<file path="src/rtl/mem_arbiter_if.sv">
// Bundle of the fetch port, data port and memory-side signals of mem_arbiter.
// slave is the arbiter's view; master is the requesters plus the memory.
interface mem_arbiter_if;
   logic        if_req;
   logic [15:0] if_addr;
   logic        if_ack;
   logic [15:0] if_rdata;
   logic        d_req;
   logic        d_we;
   logic [15:0] d_addr;
   logic [15:0] d_wdata;
   logic        d_ack;
   logic [15:0] d_rdata;
   logic        err;
   logic [15:0] mem_address;
   logic [15:0] mem_wrdata;
   logic        mem_read;
   logic        mem_write;
   logic [15:0] mem_dataout;

   modport slave (
      input  if_req, if_addr, d_req, d_we, d_addr, d_wdata, mem_dataout,
      output if_ack, if_rdata, d_ack, d_rdata, err,
             mem_address, mem_wrdata, mem_read, mem_write
   );

   modport master (
      output if_req, if_addr, d_req, d_we, d_addr, d_wdata, mem_dataout,
      input  if_ack, if_rdata, d_ack, d_rdata, err,
             mem_address, mem_wrdata, mem_read, mem_write
   );
endinterface

</file>
<file path="src/rtl/mem_arbiter.sv">
// Two-port (fetch / data) single-memory arbiter: IDLE -> ACCESS -> RESP, all outputs registered.
// Define ARB_ROUND_ROBIN_EN for alternating priority; default build gives the data port fixed priority.
module mem_arbiter #(
   parameter int unsigned ADDR_LIMIT = 64
) (
   input  logic          clk,
   input  logic          rst_n,
   mem_arbiter_if.slave  bus
);
   typedef enum logic [1:0] {ST_IDLE, ST_ACCESS, ST_RESP} state_t;

   state_t      r_state;
   logic        r_win_d;
   logic        r_we;
   logic        r_oor;
   logic        r_if_ack;
   logic        r_d_ack;
   logic        r_err;
   logic [15:0] r_if_rdata;
   logic [15:0] r_d_rdata;
   logic [15:0] r_mem_address;
   logic [15:0] r_mem_wrdata;
   logic        r_mem_read;
   logic        r_mem_write;

   logic        w_grant_d;
   logic        w_store;
   logic [15:0] w_sel_addr;
   logic        w_sel_oor;
   logic [15:0] w_resp;

`ifdef ARB_ROUND_ROBIN_EN
   // Set when the data port should win the next simultaneous contest.
   logic r_prio_d;
   assign w_grant_d = bus.d_req & (~bus.if_req | r_prio_d);
`else
   assign w_grant_d = bus.d_req;
`endif

   assign w_store    = w_grant_d & bus.d_we;
   assign w_sel_addr = w_grant_d ? bus.d_addr : bus.if_addr;
   assign w_sel_oor  = (32'(w_sel_addr) >= ADDR_LIMIT);
   assign w_resp     = (r_oor || r_we) ? 16'h0000 : bus.mem_dataout;

   always_ff @(posedge clk or negedge rst_n) begin
      if (!rst_n) begin
         r_state       <= ST_IDLE;
         r_win_d       <= 1'b0;
         r_we          <= 1'b0;
         r_oor         <= 1'b0;
         r_if_ack      <= 1'b0;
         r_d_ack       <= 1'b0;
         r_err         <= 1'b0;
         r_if_rdata    <= 16'h0000;
         r_d_rdata     <= 16'h0000;
         r_mem_address <= 16'h0000;
         r_mem_wrdata  <= 16'h0000;
         r_mem_read    <= 1'b0;
         r_mem_write   <= 1'b0;
`ifdef ARB_ROUND_ROBIN_EN
         r_prio_d      <= 1'b1;
`endif
      end else begin
         case (r_state)
            ST_IDLE: begin
               if (bus.if_req || bus.d_req) begin
                  r_win_d       <= w_grant_d;
                  r_we          <= w_store;
                  r_oor         <= w_sel_oor;
                  r_mem_address <= w_sel_addr;
                  if (w_store) begin
                     r_mem_wrdata <= bus.d_wdata;
                  end
                  // Out-of-range accesses never touch the memory.
                  r_mem_read    <= ~w_sel_oor & ~w_store;
                  r_mem_write   <= ~w_sel_oor & w_store;
`ifdef ARB_ROUND_ROBIN_EN
                  r_prio_d      <= ~w_grant_d;
`endif
                  r_state       <= ST_ACCESS;
               end
            end
            ST_ACCESS: begin
               r_mem_read  <= 1'b0;
               r_mem_write <= 1'b0;
               r_err       <= r_oor;
               if (r_win_d) begin
                  r_d_ack   <= 1'b1;
                  r_d_rdata <= w_resp;
               end else begin
                  r_if_ack   <= 1'b1;
                  r_if_rdata <= w_resp;
               end
               r_state <= ST_RESP;
            end
            ST_RESP: begin
               r_if_ack <= 1'b0;
               r_d_ack  <= 1'b0;
               r_err    <= 1'b0;
               r_state  <= ST_IDLE;
            end
            default: begin
               r_state <= ST_IDLE;
            end
         endcase
      end
   end

   assign bus.if_ack      = r_if_ack;
   assign bus.if_rdata    = r_if_rdata;
   assign bus.d_ack       = r_d_ack;
   assign bus.d_rdata     = r_d_rdata;
   assign bus.err         = r_err;
   assign bus.mem_address = r_mem_address;
   assign bus.mem_wrdata  = r_mem_wrdata;
   assign bus.mem_read    = r_mem_read;
   assign bus.mem_write   = r_mem_write;
endmodule

</file>
<file path="src/flat_wrapper.sv">
// flat-port wrapper written by rule: the top's interface ports become plain ports
module mem_arbiter_flat 
#(
   parameter int unsigned ADDR_LIMIT = 64
)
  (clk, rst_n, bus_if_req, bus_if_addr, bus_d_req, bus_d_we, bus_d_addr, bus_d_wdata, bus_mem_dataout, bus_if_ack, bus_if_rdata, bus_d_ack, bus_d_rdata, bus_err, bus_mem_address, bus_mem_wrdata, bus_mem_read, bus_mem_write);
  mem_arbiter_if bus_i ();
  input  logic clk;
  input  logic rst_n;
  input wire logic [$bits(bus_i.if_req)-1:0] bus_if_req;
  input wire logic [$bits(bus_i.if_addr)-1:0] bus_if_addr;
  input wire logic [$bits(bus_i.d_req)-1:0] bus_d_req;
  input wire logic [$bits(bus_i.d_we)-1:0] bus_d_we;
  input wire logic [$bits(bus_i.d_addr)-1:0] bus_d_addr;
  input wire logic [$bits(bus_i.d_wdata)-1:0] bus_d_wdata;
  input wire logic [$bits(bus_i.mem_dataout)-1:0] bus_mem_dataout;
  output wire logic [$bits(bus_i.if_ack)-1:0] bus_if_ack;
  output wire logic [$bits(bus_i.if_rdata)-1:0] bus_if_rdata;
  output wire logic [$bits(bus_i.d_ack)-1:0] bus_d_ack;
  output wire logic [$bits(bus_i.d_rdata)-1:0] bus_d_rdata;
  output wire logic [$bits(bus_i.err)-1:0] bus_err;
  output wire logic [$bits(bus_i.mem_address)-1:0] bus_mem_address;
  output wire logic [$bits(bus_i.mem_wrdata)-1:0] bus_mem_wrdata;
  output wire logic [$bits(bus_i.mem_read)-1:0] bus_mem_read;
  output wire logic [$bits(bus_i.mem_write)-1:0] bus_mem_write;
  assign bus_i.if_req = bus_if_req;
  assign bus_i.if_addr = bus_if_addr;
  assign bus_i.d_req = bus_d_req;
  assign bus_i.d_we = bus_d_we;
  assign bus_i.d_addr = bus_d_addr;
  assign bus_i.d_wdata = bus_d_wdata;
  assign bus_i.mem_dataout = bus_mem_dataout;
  assign bus_if_ack = bus_i.if_ack;
  assign bus_if_rdata = bus_i.if_rdata;
  assign bus_d_ack = bus_i.d_ack;
  assign bus_d_rdata = bus_i.d_rdata;
  assign bus_err = bus_i.err;
  assign bus_mem_address = bus_i.mem_address;
  assign bus_mem_wrdata = bus_i.mem_wrdata;
  assign bus_mem_read = bus_i.mem_read;
  assign bus_mem_write = bus_i.mem_write;
  mem_arbiter #(.ADDR_LIMIT(ADDR_LIMIT)) u_core (.clk(clk), .rst_n(rst_n), .bus(bus_i));
endmodule
</file>
<file path="config.mk">
export PLATFORM = sky130hd
export DESIGN_NAME = mem_arbiter_flat
export DESIGN_NICKNAME = d
export VERILOG_FILES = /design/src/rtl/mem_arbiter_if.sv /design/src/rtl/mem_arbiter.sv /design/src/flat_wrapper.sv
export SDC_FILE = /design/constraint.sdc
export NUM_CORES = 1
export LEC_CHECK = 0
export ABC_AREA = 1
export CORE_MARGIN = 2
export CORE_UTILIZATION = 39
export CTS_BUF_LIST = sky130_fd_sc_hd__clkbuf_4
export DETAILED_ROUTE_END_ITERATION = 10
export PLACE_DENSITY = 0.89
export SLEW_MARGIN = 30
export SYNTH_ARGS = -nofsm -noshare
export SYNTH_HDL_FRONTEND = slang
export SYNTH_SLANG_ARGS = --single-unit
export TNS_END_PERCENT = 5
</file>
<file path="constraint.sdc">
create_clock -name clk -period 1.27 [get_ports clk]
set_input_delay 0.1905 -clock clk [delete_from_list [all_inputs] [get_ports clk]]
set_output_delay 0.1905 -clock clk [all_outputs]
set_load 0.005 [all_outputs]
</file>
After elaboration in Yosys (flattened, before gate mapping) --
Cells that the tools add are included.
Storage, ports and cells: flip-flop bits (word level) 74, input bits 69, output and inout bits 69, logic and storage cells 50
Operators by class: order comparisons 1, equal/unequal tests 5, multiplexer cells 13, bitwise operators 6, reduce and logical (&&, ||, !) cells 12
Operator list (number):
- $mux 16 | 2
- $ge 16x7->1 const B | 1
- $reduce_and 2->1 | 6
- $pmux 1 s2 | 5
- $mux 1 | 4
- $ne 2x1->1 const B | 2
- $pmux 2 s2 | 1
- $reduce_bool 2->1 | 2
- $and 1x1->1 | 3
- $not 1->1 | 3
- $reduce_and 3->1 | 1
- $eq 2x1->1 const B | 1
- $eq 2x2->1 const B | 1
- $logic_not 2->1 | 1
- $logic_or 1x1->1 | 2
- $mux 2 | 1
- $ne 2x2->1 const B | 1

Logic depth before layout (Yosys ltp) --
depth after elaboration 6, mapped depth 9

Worst setup path after synthesis --
No wires, ideal clock.
path kind reg2reg, from reg u_core.r_state[0], to reg u_core.r_mem_address[6] (netlist: u_core.bus.mem_address[6]), setup time 134 ps, arrival time 1264 ps, data required time 1136 ps, slack -128 ps, stages on the path, launching flop included 9, path buffers 1, clock period less this slack 1398 ps, cells stage by stage dfrtp_1 > inv_1 > ha_1 > inv_1 > nor2_4 > inv_2 > buf_2 > nand2_1 > o21ai_0
Between the ends: word-level cells in the longest chain between the ends 2
Ends and longest elaborated chain:
- start: declaration | RTL line mem_arbiter.sv:12 | state_t r_state;
- start signal: assignment | RTL line mem_arbiter.sv:47 | r_state <= ST_IDLE;
- start signal: assignment | RTL line mem_arbiter.sv:80 | r_state <= ST_ACCESS;
- start signal: assignment | RTL line mem_arbiter.sv:94 | r_state <= ST_RESP;
- $logic_not 2->1 | RTL line mem_arbiter.sv:64 | case (r_state)
- $reduce_and 2->1 (no line)
- end signal: assignment | RTL line mem_arbiter.sv:70 | r_mem_address <= w_sel_addr;
- end: declaration | RTL line mem_arbiter.sv:21 | logic [15:0] r_mem_address;
Every way passes these cells. A chain may end at the register's enable or synchronous reset.

Worst setup path after layout --
from reg u_core.r_state[1], to reg u_core.r_mem_address[15] (netlist: u_core.bus.mem_address[15])
The elaborated chain is that of the path after synthesis.

==> results.md <==
* Outcome: finished, violations left
* Violated checks: negative setup slack
* Layout cells sized above 1 at 0.221
* Critical Path Most Common Cell: inv_2
* Worst-margin pin slew at around 0.39 ns
* Skew-Pair Late Insertion Delay at between 0.4 and 0.5 ns
* Clk slew on worst S/H paths at 0.12 ns
* Final setup violating endpoints at 19
* Die Width at 94.4 um
* Antenna Nets Post-Route at 0
* Setup TNS at -0.526 ns
* DRC at 0
* CP Capture Type: flip-flop
* Worst setup margin at -0.0640 ns
* Remaining global-route overflow at 0
* IO Pins at between 100 and 150
* Crit path time final at between 1 and 1.5 ns
* FF+latch count, synth at 74
* Internal reg-to-reg setup slack at -0.06 ns
* Syn_area_per_cell at 9.11 um^2
* Mapped cell area at between 3000 and 4000 um^2
* Commonest non-fill, non-tap cells in the layout: nand2_1, dfrtp_1, clkdlybuf4s50_1, clkdlybuf4s15_1, clkbuf_2
* Register area share after synthesis at 0.581
* IO buf count at ~140
* Crit path launch: u_core.r_state[1]$_DFFE_PN0P_
* Number of global-route vias before repair at ~3000
* CP peak stage delay at approximately 0.4 ns
* Final Hold Fails at 0
* R2R cell count at 8
* Crit path kind: flip-flop to flip-flop
* Commonest non-fill, non-tap cell in the layout: nand2_1
* CP max FO at 23
* Worst EP required at between 1.5 and 2 ns
* Wire length of the first global-routing pass at roughly 14 mm
* Slowest CP cell: dfrtp_1
* GPL Wtd Cong at approximately 0.86
* Via count at 2973
* Routed WL at between 8 and 9 mm
* Core area at 7810 um^2
* Initial antenna violation count at 0
* H-tree depth at 3
* Vias per inst at 4.74
* Syn Inst Count at 350
* Slew Viols, Final at 0
* Clk_skew at roughly 0.022 ns
* Leakage at approximately 2.5 nW
* WL/cell at roughly 13 um
* Worst setup SP type: flip-flop
* Filler cells at approximately 650
* Fmax at 750 MHz
* Total GRT Usage at 0.193
* Clock Sinks at 74
* Num CTS Buffers at 9
* Worst EP arrival at about 1.6 ns
* Final net count at 592
* Pwr Density at around 2100 nW/um^2
* Clock Path Buffers at 2
* Die height at around 94 um
* Detailed Place HPWL at approximately 6.2 mm
* Initial Utilization at 0.408
* # diodes at 0
* Drt first pass iters at 4
* WHS at roughly 0.31 ns
* CTS tree: done
* R2r endpoint: u_core.bus.mem_address[15]$_DFFE_PN0P_
* RSZ-0062 raised after global routing: true
* DRT iter0 DRCs at ~150
* Yosys Warn Count at 0
* Num rows at 32
* Clock Tree Root: clkbuf_4
* Worst Hold Class: input pin to async pin
* Max Cap Viol at 0
* Reg2Reg Launch Point: u_core.r_state[1]$_DFFE_PN0P_
* Cells along the critical path: inv_2 -> ha_4 -> inv_2 -> nor2_4 -> inv_2 -> buf_12 -> nand2_1 -> o21ai_0
* Die area at between 8000 and 9000 um^2
* Yosys cell types at 21
* Syn-to-layout area delta at 57.4%
* Post-route clock period utilization at 1.05
* Maximum VDD drop at roughly 1.2 mV
* Largest net degree at the start of global routing at 75
* Relative slew slack at 0.741
* Syn_nets at 422
## synthesized netlist by cell type
| library cell | number | share of area |
|---|---|---|
| mux2_4 | 8 | 0.038 |
| a21oi_1 | 1 | 0.0016 |
| nor2_4 | 1 | 0.0035 |
| o21ai_1 | 1 | 0.0016 |
| dfrtp_1 | 74 | 0.58 |
| buf_2 | 7 | 0.011 |
| mux2_2 | 8 | 0.028 |
| nand2_1 | 128 | 0.15 |
| nor3_1 | 1 | 0.0016 |
| clkbuf_1 | 6 | 0.0071 |
| a31oi_1 | 6 | 0.012 |
| nor2_1 | 17 | 0.020 |
| buf_6 | 1 | 0.0035 |
| ha_1 | 3 | 0.012 |
| nand3_1 | 4 | 0.0063 |
| o22ai_1 | 2 | 0.0039 |
| nand2_4 | 1 | 0.0035 |
| inv_1 | 29 | 0.034 |
| inv_2 | 3 | 0.0035 |
| o21ai_0 | 48 | 0.075 |
| buf_4 | 1 | 0.0024 |
## layer usage
layer / part of all wire / vias to the layer above / global-route usage
met5: 0 / - / 0
met3: 0.075 / 19 / 0.0495
met2: 0.49 / 128 / 0.343
li1: - / 1457 / -
met1: 0.41 / 1369 / 0.229
met4: 0.020 / 0 / 0.0640
## cell type report
type	instances	area, um^2	share of cell area
clock buffer	9	67.6	0.0135
tap	102	128	0.0254
timing repair buffer	174	1550	0.309
clock inverter	7	118	0.0234
multi-input combinational	229	1180	0.236
inverter	32	120	0.0239
sequential	74	1850	0.369
## state kept, by name, indices dropped and copies added (netlist names)
name,flops
u_core.bus.d_ack,1
u_core.bus.d_rdata,16
u_core.bus.err,1
u_core.bus.if_ack,1
u_core.bus.if_rdata,16
u_core.bus.mem_address,16
u_core.bus.mem_read,1
u_core.bus.mem_wrdata,16
u_core.bus.mem_write,1
u_core.r_oor,1
u_core.r_state,2
u_core.r_we,1
u_core.r_win_d,1
## stage by stage
stage / total power [mW] / instance area (um^2) / utilization / worst slack [ns] / instances
5_1_grt: 11.5 / 5020 / 0.643 / -0.157 / 627
2_1_floorplan: 6.08 / 3230 / - / -0.0259 / 350
4_1_cts: 10.9 / 5150 / 0.660 / -0.0704 / 627
6_report: 10.7 / 5020 / 0.643 / -0.0640 / 627
3_5_place_dp: 9.23 / 4860 / 0.623 / -0.476 / 596
3_3_place_gp: 9.02 / 4860 / 0.623 / -0.344 / 596
## logic make-up (layout without fill, tap and decap cells)
family          count (synthesis)  after routing  synth area share
compound gates                 58             58            0.0942
fa+ha+maj                       3              3            0.0118
buf+inv                        47            222            0.0616
flops                          74             74             0.581
mux                            16             16            0.0659
simple gates                  152            152             0.186
## worst max-delay path by stage
stage                                        endpoint  slack [ns]  depth (start not counted)
2_1_floorplan    u_core.bus.mem_wrdata[1]$_DFFE_PN0P_       -0.03                          5
3_3_place_gp                 u_core.r_oor$_DFFE_PN0P_       -0.34                          9
3_5_place_dp                 u_core.r_oor$_DFFE_PN0P_       -0.48                          9
4_1_cts         u_core.bus.mem_address[1]$_DFFE_PN0P_       -0.07                          7
5_1_grt               u_core.bus.mem_read$_DFFE_PN0P_       -0.16                          8
6_report       u_core.bus.mem_address[15]$_DFFE_PN0P_       -0.06                          8
## critical path, delay by kind of cell (launching register included)
family / cells / cell delay [ns]
fa+ha+maj: 1 / 0.19
compound gates: 1 / 0.08
buf+inv: 4 / 0.39
simple gates: 2 / 0.17
flops: 1 / 0.41
## repair_timing
action / 4_1_cts / 5_1_grt
buffers inserted: 14 / 0
hold buffers: 1 / 0
hold endpoints to repair: 74 / 0
gates resized for setup: 141 / 64
setup endpoints to repair: 123 / 118
gates cloned: 0 / 0
pin swaps: 1 / 0
## where the power goes
group          switching [mW]  total [mW]  internal [mW]  leakage [nW]
Sequential              0.646        4.10           3.45         0.933
Combinational            2.12        4.77           2.65          1.46
Clock                   0.851        1.84          0.992        0.0898
Total                    3.61        10.7           7.10          2.48
Note: power is estimated with default switching activity, not from simulation.
==> edit 1: new RTL, same settings <==
The option `ARB_ROUND_ROBIN_EN` is turned on by a define.
--- a/src/rtl/mem_arbiter.sv
+++ b/src/rtl/mem_arbiter.sv
@@ -2,2 +2,4 @@
 // Define ARB_ROUND_ROBIN_EN for alternating priority; default build gives the data port fixed priority.
+`define ARB_ROUND_ROBIN_EN
+
 module mem_arbiter #(
Function: changed (Yosys sat finds a counterexample within 10 cycles, from zero or initial values and one cycle with rst_n low).
==> edit 1 against the original RTL <==
- the run still ends with negative setup slack left
- total power increased by 3.6%
- design area increased by 4.9%
- wire length increased by 2.8%
- largest cell class unchanged
- sequential cell count increased by 1
- setup slack got worse by 0.26 ns
- critical path type unchanged
- synthesized area increased by 1.8%
- non-clock buffer count decreased by 4
- fmax decreased by 16%
- die area increased by 1.7%
- clock skew increased by 0.0013 ns
==> edit 1: results <==
{
  "hpwl_mm": 6.27,
  "fillers": 605,
  "insertion_delay_ns": 0.40,
  "r2r-start": "u_core.r_prio_d",
  "grt_max_degree": 41,
  "setup_slack_ns": -0.321,
  "arrival_ns": 1.89,
  "holdWs_ns": 0.204,
  "clkTransAtPathRegs_ns": 0.14,
  "place.gp.congestion": 0.824,
  "placed_cells": 577,
  "synthTopCellsByCount": "nand2_1 (98), dfrtp_1 (74), o21ai_0 (44), inv_1 (20), a21oi_1 (13)",
  "postSynthCellCount": 328,
  "reg2regPathDepth": 7,
  "setup-tns-final_ns": -6.71,
  "r2r-end": "u_core.bus.mem_wrdata[1]",
  "violations": "negative setup slack",
  "syn-num-nets": 400,
  "wl_mm": 8.61,
  "routed_via_density": 4.84,
  "fin_nets": 568,
  "ys_top_cells_by_area": "dfrtp_1 (57%), nand2_1 (11%), o21ai_0 (6.8%), mux2_4 (3.7%), mux2_2 (2.8%)",
  "pre_cts_slack_ns": -0.495,
  "drive_gt1_frac": 0.257,
  "setup_viol": 40,
  "crit_fanout": 8,
  "first_iter_violations": 77,
  "status": "finished, violations left"
}
edit 1: changes by cell type after synthesis, sizes merged:
cell / unedited run / this run
nand3b: 0 / 6
a31oi: 6 / 2
o21ai: 49 / 44
nor2: 18 / 15
nand2: 129 / 105
clkinv: 0 / 1
o21bai: 0 / 1
inv: 32 / 23
a21oi: 1 / 14
buf: 9 / 8
dfstp: 0 / 1
nand4: 0 / 2
edit 1: worst max-delay path: stages, from the launching register on:
cell and delay, ns:
dfstp_2 0.57, inv_4 0.04, nand2_4 0.08, nand2_8 0.09, nor2_8 0.16, nand2_8 0.10
buf_4 0.15, mux2_4 0.28
edit 1: through the flow:
| step | utilization | cell area, um^2 |
|---|---|---|
| after floorplan | - | 3280 |
| after CTS | 0.626 | 5090 |
| after global routing | 0.647 | 5270 |
| after global placement | 0.602 | 4900 |
| final | 0.647 | 5270 |
| after detailed placement | 0.602 | 4900 |
edit 1: routing by layer:
| layer | global-route usage | part of all wire |
|---|---|---|
| met5 | 0 | 0 |
| met4 | 0.0628 | 0.0075 |
| met3 | 0.0530 | 0.080 |
| met2 | 0.324 | 0.51 |
| met1 | 0.219 | 0.40 |
edit 1: cell type report:
type,instances,share of cell area
clock inverter,6,0.0216
clock buffer,10,0.0143
multi-input combinational,216,0.253
tap,105,0.0250
timing repair buffer,170,0.310
sequential,75,0.357
inverter,24,0.0195
edit 1: repair_timing:
action                                  in CTS  in global routing
hold endpoints to repair                    61                  0
hold buffers                                 1                  0
buffers inserted                             0                 11
pin swaps                                    4                 15
endpoints found under the setup margin     142                107
gates resized for setup                    132                 97
cloned                                       0                  1
edit 1: where the power goes:
group | internal, mW | total [mW] | switching (mW)
clock | 1.02 | 1.85 | 0.832
sequential | 3.43 | 4.05 | 0.617
combinational | 2.75 | 5.19 | 2.44
total | 7.20 | 11.1 | 3.89
edit 1: cell families after synthesis:
kind of cell               Yosys count  share of synthesized area
buffers and inverters               38                     0.0551
DFF                                 75                      0.579
and+or+nand+nor                    133                      0.189
AOI/OAI and AO/OA                   63                      0.101
adders and majority gates            3                     0.0116
muxes                               16                     0.0648
edit 1: how the worst max path moves through the flow:
| stage | from | end | slack [ns] |
|---|---|---|---|
| global placement | bus_d_req | u_core.bus.mem_write | -0.45 |
| finish | u_core.r_prio_d | u_core.bus.mem_wrdata[1] | -0.32 |
| CTS | u_core.r_state[0] | u_core.bus.mem_wrdata[10] | -0.27 |
| detailed placement | bus_d_req | u_core.bus.mem_wrdata[10] | -0.50 |
| floorplan | u_core.r_state[1] | u_core.bus.mem_wrdata[0] | -0.24 |
| global route | u_core.r_prio_d | u_core.bus.mem_wrdata[15] | -0.37 |
==> edit 2: new RTL, same flow settings <==
Without the edit above. Make the reset (`rst_n`) synchronous in one clocked block.
--- a/src/rtl/mem_arbiter.sv
+++ b/src/rtl/mem_arbiter.sv
@@ -44,3 +44,3 @@
 
-   always_ff @(posedge clk or negedge rst_n) begin
+   always_ff @(posedge clk) begin
       if (!rst_n) begin
Function: differs if rst_n is asserted again (counterexample within 4 cycles, from zero or initial values and one cycle with rst_n low); with rst_n held inactive, the same outputs for 10 cycles.
==> edit 2 against the original RTL <==
- the flow still finishes with violations (negative setup slack)
- wire length increased by 0.53%
- sequential cell count unchanged
- sequential share of layout area decreased by 4.1 points
- cell count decreased by 2.2%
- setup slack improved by 0.059 ns
- clock skew decreased by 0.0087 ns
- count of clock-buffer cells in the layout unchanged
- synthesized area decreased by 11%
- die area decreased by 10%
- synthesized cell count increased by 2.6%
- design area decreased by 6.1%
- largest cell class is now non-clock buffers
Power is not compared: it rests on default switching activity, and its combinational part moved more than twofold at a synthesized area within 25%.
==> edit 2: results <==
{
  "drive_gt1_frac": 0.243,
  "critPathMaxStageDelay_ns": 0.33,
  "clk_share": 0.0268,
  "async_reset_ff_frac": 0,
  "grt_max_degree": 35,
  "avgSynthCellArea_um2": 7.94,
  "setup-tns-final_ns": -0.00757,
  "synthMuxAreaShare": 0,
  "n_all_inverters": 16,
  "setup_viol": 3,
  "final_core_util": 0.657,
  "cts_setup_buffers": 0,
  "synth_cell_type_count": 25,
  "ys_top_cells_by_area": "dfxtp_1 (52%), nand2_1 (11%), a21oi_1 (11%), o21ai_0 (7.7%), nand3_1 (3.3%)",
  "status": "finished, violations left",
  "fillers": 610,
  "fin_nets": 582,
  "hpwl_mm": 6.15,
  "wl_mm": 8.42,
  "yosysSeqAreaShare": 0.520,
  "pre_cts_slack_ns": -0.400,
  "syn-num-nets": 431,
  "violations": "negative setup slack",
  "cts.repair.resized": 134,
  "setup_slack_ns": -0.00456,
  "die_w_um": 89.5,
  "grtUsageTotal": 0.201,
  "fin_cells": 613,
  "synthAdderAreaFrac": 0.0132,
  "first_iter_violations": 77,
  "crit_fanout": 34,
  "dpl_cell_area_um2": 4500,
  "critPathTopFamily": "buffers and inverters",
  "clock_skew_ns": 0.0134,
  "grt_pass1_vias": 2820,
  "reg2regPathDepth": 7,
  "multi_input_cells": 245,
  "place.gp.congestion": 0.814,
  "hold_path.class": "primary input to register",
  "holdWs_ns": 0.334,
  "cp_slowest_cell": "dfxtp_2",
  "buffers": 164,
  "grt_pass1_wl_mm": 12.5,
  "relSlewSlack": 0.831,
  "num_vias": 3079,
  "placed_cells": 598,
  "r2r-start": "u_core.r_state[0]"
}
edit 2: cell types whose count changed in the layout (fill, tap and decap cells not counted), moves of 14 or more:
cell             change
inv_1               -14
nand3_1             +15
dlygate4sd2_1       +67
dfxtp_1             +21
nand2_1             -46
dfrtp_1             -74
a21oi_1             +47
dfxtp_2             +53
clkdlybuf4s15_1     -34
clkbuf_2            -34
o21ai_1             -16
edit 2: per-layer routing:
| metal | up-vias | global-route usage | wire length [um] |
|---|---|---|---|
| met2 | 125 | 0.348 | 4160 |
| met3 | 15 | 0.0517 | 629 |
| met1 | 1422 | 0.235 | 3500 |
| li1 | 1517 | - | - |
| met4 | 0 | 0.0828 | 125 |
| met5 | - | 0 | 0 |
edit 2: power breakdown:
group	switching, mW	internal [mW]
combinational	0.632	0.697
clock	0.780	0.576
sequential	0.100	2.56
